===== config.mk =====
export PLATFORM = sky130hd
export DESIGN_NAME = instruction_decode
export DESIGN_NICKNAME = d
export VERILOG_FILES = /design/src/rtl/instruction_decode.sv
export SDC_FILE = /design/constraint.sdc
export NUM_CORES = 2
export LEC_CHECK = 0
export CAP_MARGIN = 30
export CORE_ASPECT_RATIO = 0.7
export CORE_MARGIN = 2
export CORE_UTILIZATION = 70
export CTS_BUF_LIST = sky130_fd_sc_hd__clkbuf_8
export DETAILED_ROUTE_END_ITERATION = 10
export PLACE_DENSITY_LB_ADDON = 0.05
export SYNTH_ARGS = -nofsm -noshare
export SYNTH_HDL_FRONTEND = slang
export SYNTH_SLANG_ARGS = --single-unit

===== constraint.sdc =====
create_clock -name clk -period 3.4 [get_ports clk]
set_clock_uncertainty 0.05 [all_clocks]
set_input_delay 0.34 -clock clk [delete_from_list [all_inputs] [get_ports clk]]
set_output_delay 0.34 -clock clk [all_outputs]
set_load 0.01 [all_outputs]

===== src/rtl/instruction_decode.sv =====
// RV32I instruction-decode stage: 32x32 register file with x0 hardwired to zero,
// combinational read ports, and the main opcode-to-control decoder.
module instruction_decode #(
    parameter int XLEN  = 32,
    parameter int NREGS = 32,
    parameter int AW    = $clog2(NREGS)
) (
    input  logic            clk,
    input  logic            rst_n,
    input  logic [6:0]      Op,
    input  logic [AW-1:0]   Ra,
    input  logic [AW-1:0]   Rb,
    input  logic [AW-1:0]   Rd,
    input  logic [XLEN-1:0] reg_write_data,
    output logic [XLEN-1:0] rs1_data,
    output logic [XLEN-1:0] rs2_data,
    output logic            reg_write,
    output logic            alu_src,
    output logic            mem_read,
    output logic            mem_write,
    output logic            mem_to_reg,
    output logic            branch,
    output logic            jump,
    output logic [1:0]      alu_op,
    output logic            illegal_op
);

    localparam logic [6:0] OP_RTYPE = 7'b0110011;
    localparam logic [6:0] OP_IALU  = 7'b0010011;
    localparam logic [6:0] OP_LOAD  = 7'b0000011;
    localparam logic [6:0] OP_STORE = 7'b0100011;
    localparam logic [6:0] OP_BR    = 7'b1100011;
    localparam logic [6:0] OP_JAL   = 7'b1101111;
    localparam logic [6:0] OP_JALR  = 7'b1100111;
    localparam logic [6:0] OP_LUI   = 7'b0110111;
    localparam logic [6:0] OP_AUIPC = 7'b0010111;

    // x0 has no storage; only x1..x(NREGS-1) are real registers.
    logic [XLEN-1:0] regs [1:NREGS-1];

    always_ff @(posedge clk or negedge rst_n) begin
        if (!rst_n) begin
            for (int i = 1; i < NREGS; i++) begin
                regs[i] <= '0;
            end
        end else if (reg_write && (Rd != '0)) begin
            regs[Rd] <= reg_write_data;
        end
    end

    // No write-to-read bypass: a same-cycle write shows up only after the edge.
    assign rs1_data = (Ra == '0) ? '0 : regs[Ra];
    assign rs2_data = (Rb == '0) ? '0 : regs[Rb];

    always_comb begin
        reg_write  = 1'b0;
        alu_src    = 1'b0;
        mem_read   = 1'b0;
        mem_write  = 1'b0;
        mem_to_reg = 1'b0;
        branch     = 1'b0;
        jump       = 1'b0;
        alu_op     = 2'b00;
        illegal_op = 1'b0;
        case (Op)
            OP_RTYPE: begin
                reg_write = 1'b1;
                alu_op    = 2'b10;
            end
            OP_IALU: begin
                reg_write = 1'b1;
                alu_src   = 1'b1;
                alu_op    = 2'b11;
            end
            OP_LOAD: begin
                reg_write  = 1'b1;
                alu_src    = 1'b1;
                mem_read   = 1'b1;
                mem_to_reg = 1'b1;
            end
            OP_STORE: begin
                alu_src   = 1'b1;
                mem_write = 1'b1;
            end
            OP_BR: begin
                branch = 1'b1;
                alu_op = 2'b01;
            end
            OP_JAL, OP_JALR: begin
                reg_write = 1'b1;
                jump      = 1'b1;
                alu_src   = 1'b1;
            end
            OP_LUI, OP_AUIPC: begin
                reg_write = 1'b1;
                alu_src   = 1'b1;
            end
            default: illegal_op = 1'b1;
        endcase
    end

endmodule


==> results.md <==
- The remaining number of nets flagged by the antenna check after routing is 0.
- At the worst endpoint, the required time is 3.01 ns.
- For this design, the sink count on the clock tree is 992.
- For met2 alone, demand over resource in global routing was 0.623.
- For this configuration, the core starts out at a cell density of 0.709.
- The worst register-to-register path begins at regs[953]$_DFFE_PN0P_.
- From left edge to right edge, the die measures 334 um.
- The slack of the critical path is 0.0194 ns.
- The routability congestion estimate is 0.878.
- The die height is 235 um.
- The deepest level of the CTS H-tree is 4.
- In the global route stage, met3 resource usage came out at 0.155.
- The synthesized netlist occupies a cell area of 0.0533 sq mm.
- In this run the critical register-to-register path is captured at regs[953]$_DFFE_PN0P_.
- The die area is 0.0785 sq mm.
- For this design the ratio of total power to cell area is 434 mW/mm^2.
- The ratio of cells with drive above 1 in the final layout is 0.525.
- The number of rows created at floorplan is 84.
- The number of standard cells after synthesis is 3543.
- Pin placement for this block handled 130 I/O pins.
- The count of yosys warnings during synthesis is 0.
- The number of different library cells in the post-synthesis netlist is 51.
- The tree is rooted in a sky130_fd_sc_hd__clkbuf_8.
- After legalization and detailed placement, the total HPWL measured 105 mm.
- The area overhead of the layout relative to synthesis is 12.7%.
- For this run, the top clock speed supported by timing is 0.296 GHz.
- The number of cells on the worst reg-to-reg path is 1.
- The detailed-route via count is 36.5k.
- The number of clock buffers added by TritonCTS is 151.
- The top cell types in the final layout, fill and taps aside, are sky130_fd_sc_hd__mux2_2, sky130_fd_sc_hd__dfrtp_1, sky130_fd_sc_hd__mux4_2, sky130_fd_sc_hd__clkbuf_8, sky130_fd_sc_hd__mux2i_1.
- In this run the standard cell core region covers 0.0753 sq mm.
- The critical path arrival is 2.99 ns.
- The number of hold violations in the final report is 0.
- The maximum clock insertion buffer count is 3.
- The number of synthesized flops with an enable pin is 0.
- The first global-routing pass estimated 253 mm of wire.
- After detailed routing, the number of remaining DRC violations is 0.
- The share of async-settable or async-resettable flops after synthesis is 1.00.
- The routed via count divided by cell count is 7.66.
- The first-pass iteration count of the detailed router is 5.
- The later pin in the worst-skew pair is clocked with a latency of 0.83 ns.
- The number of antenna violations at the first check in global routing was 15.
- At the pin with the least slew margin, the transition time is 1.10 ns.
- The met1 usage in global routing is 0.627.
- The largest registers in the layout are regs: 992 flops.
- The register with the most flip-flops in the layout has 992 of them.
- The final wirelength is 172 mm.
- Setup repair after global routing left no endpoint under its margin.
- Entering global routing, the biggest net connects 93 pins.
- The kind of path behind the tightest hold check is in -> async.
- Setup violations remaining at the end of the flow were counted as 0.
- Fill cells in the final layout number 4141.
- The footprint of the flip-flops and latches is 0.0248 sq mm.
- The routed wirelength normalized by instance count is 36.0 um.
- Hold timing on the final database bottoms out at a slack of 0.0532 ns.
- The global router's overall resource usage is 0.446.
- The worst-case IR drop observed on VDD is 0.344 mV.
- Of the available clock period, the critical path in the final layout requires 0.994.
- The synthesized net count is 3599.
- The number of global-route vias before repair was 37.8k.
- The area occupied by multi-input gates is 0.0269 sq mm.
- The register with the most flip-flops in the final layout is regs.
- Buffers placed on the I/O ports in this run total 129.
- The sequential fraction of the synthesis area is 0.465.
- The flow ran to the end, and the final reports show no timing, DRC or antenna violations.
- The biggest fanout along the worst timing path is 3.
- The number of pins with negative max-slew slack in the final report was 0.
- The global route total overflow is 0.
- Headroom to the max-slew limit came out at 0.263.
- The leakage power of the design is 0.0282 uW.
- The critical path capture point type is an output port.
- The global routing stage identified its most utilized layer as met1.
- Leaving out fill and tap cells, the most frequent cell in the layout is sky130_fd_sc_hd__mux2_2.
- Across all register-to-register paths, the minimum setup slack is 2.49 ns.
- The commonest register cell after synthesis is sky130_fd_sc_hd__dfrtp_1.
- The net total in the final layout is 3720.
- The kind of critical path is reg -> out.
- Averaged over all synthesized cells, the footprint is 15.1 sq um.
- The placement-stage worst setup slack is -0.0736 ns.
- The number of synthesized register bits is 992.
- The initial DRC count is 4757.
- TritonCTS built the clock tree.
- Max-cap violations in this run came to 0.
- The sort of element at the start of the critical path is a flop.
- After clock tree synthesis, the clock-pin slew on the worst setup and hold paths is 0.06 ns.
- The clock period could shrink to 3.38 ns.
[layout make-up]
class                           count  area share
Multi-Input combinational cell   2168       0.447
Sequential cell                   992       0.413
Timing Repair Buffer              347      0.0688
Clock buffer                      188      0.0431
Tap cell                          989      0.0206
Clock inverter                     73     0.00674
Inverter                            4    0.000250
Antenna cell                        6    0.000250
[cells in the mapped netlist (5+ instances only)]
master                        n  area [sq um]
sky130_fd_sc_hd__a311oi_1    11          96.3
sky130_fd_sc_hd__buf_2      117           586
sky130_fd_sc_hd__a221oi_1    32           280
sky130_fd_sc_hd__a22oi_1     53           398
sky130_fd_sc_hd__nor2b_1     45           282
sky130_fd_sc_hd__mux2i_1    130          1300
sky130_fd_sc_hd__nand2b_1     7          43.8
sky130_fd_sc_hd__nand2_1     49           184
sky130_fd_sc_hd__o31a_1      19           166
sky130_fd_sc_hd__nand3b_1     6          45.0
sky130_fd_sc_hd__mux2_1      22           248
sky130_fd_sc_hd__mux2_2    1046         11800
sky130_fd_sc_hd__clkbuf_1   192           721
sky130_fd_sc_hd__buf_1       21          78.8
sky130_fd_sc_hd__nor3_4       5          81.3
sky130_fd_sc_hd__or3_1       12          75.1
sky130_fd_sc_hd__dfrtp_1    992         24800
sky130_fd_sc_hd__o21ai_0     32           160
sky130_fd_sc_hd__nand3_1     23           115
sky130_fd_sc_hd__nor3_1      26           130
sky130_fd_sc_hd__o22ai_1     68           425
sky130_fd_sc_hd__mux4_2     443          9980
sky130_fd_sc_hd__buf_6       13           146
sky130_fd_sc_hd__buf_4       36           270
sky130_fd_sc_hd__a211o_1     31           272
sky130_fd_sc_hd__nor2_1      63           236
[worst max-delay path: stages (launching register included)]
cell and delay [ns]:
sky130_fd_sc_hd__dfrtp_1 0.38, sky130_fd_sc_hd__mux4_2 0.27, sky130_fd_sc_hd__nor2b_1 0.04, sky130_fd_sc_hd__or3_1 0.34, sky130_fd_sc_hd__a311oi_1 0.32, sky130_fd_sc_hd__buf_4 0.23
sky130_fd_sc_hd__clkdlybuf4s50_1 0.56
[logic make-up after synthesis]
| group | Yosys count | share of synthesized area |
|---|---|---|
| mux | 1641 | 0.437 |
| flops | 992 | 0.465 |
| buf+inv | 383 | 0.0341 |
| simple gates | 265 | 0.0274 |
| compound gates | 262 | 0.0364 |
[report_power, final]
group | leakage [uW] | internal (uW) | switching [uW] | total (uW)
clock network | 0.00171 | 5190 | 4840 | 10000
logic | 0.0128 | 1590 | 1700 | 3290
registers | 0.0137 | 12400 | 439 | 12800
total | 0.0282 | 19100 | 6980 | 26100
[through the flow]
stage | std cells | TNS [ns] | utilization | area, sq um | total power, uW
after floorplan | 3543 | 0 | - | 53300 | 14800
after global placement | 4494 | -0.0641 | 0.756 | 56900 | 16000
after detailed placement | 4494 | -0.0736 | 0.756 | 56900 | 16200
after CTS | 4756 | 0 | 0.796 | 59900 | 26100
after global routing | 4763 | 0 | 0.799 | 60100 | 26900
final | 4767 | 0 | 0.799 | 60100 | 26100
[how the worst max path moves through the flow]
| stage | slack, ns | endpoint | depth (start not counted) | startpoint |
|---|---|---|---|---|
| 3_5_place_dp | -0.07 | rs1_data[20] | 7 | Ra[0] |
| 2_1_floorplan | 0.88 | rs2_data[6] | 7 | Rb[0] |
| 6_report | 0.02 | rs1_data[14] | 6 | regs[494]$_DFFE_PN0P_ |
| 3_3_place_gp | -0.06 | rs1_data[20] | 7 | Ra[0] |
| 4_1_cts | 0.004 | rs2_data[5] | 5 | regs[69]$_DFFE_PN0P_ |
| 5_1_grt | 0.0006 | rs2_data[14] | 5 | regs[590]$_DFFE_PN0P_ |
[repair_timing]
action | in CTS | in global routing
hold endpoints to repair | 61 | 0
hold buffers | 1 | 0
buffers inserted | 0 | 0
setup endpoints to repair | 9 | 8
pin swaps | 5 | 2
resized for setup | 12 | 8
[layer usage]
metal	part of all wire	vias to the layer above	wire [um]
li1	-	14000	-
met1	0.38	19200	65000
met2	0.43	2649	74300
met3	0.13	625	22800
met4	0.055	18	9430
met5	0.0011	-	181
(Power assumes the default switching activity.)
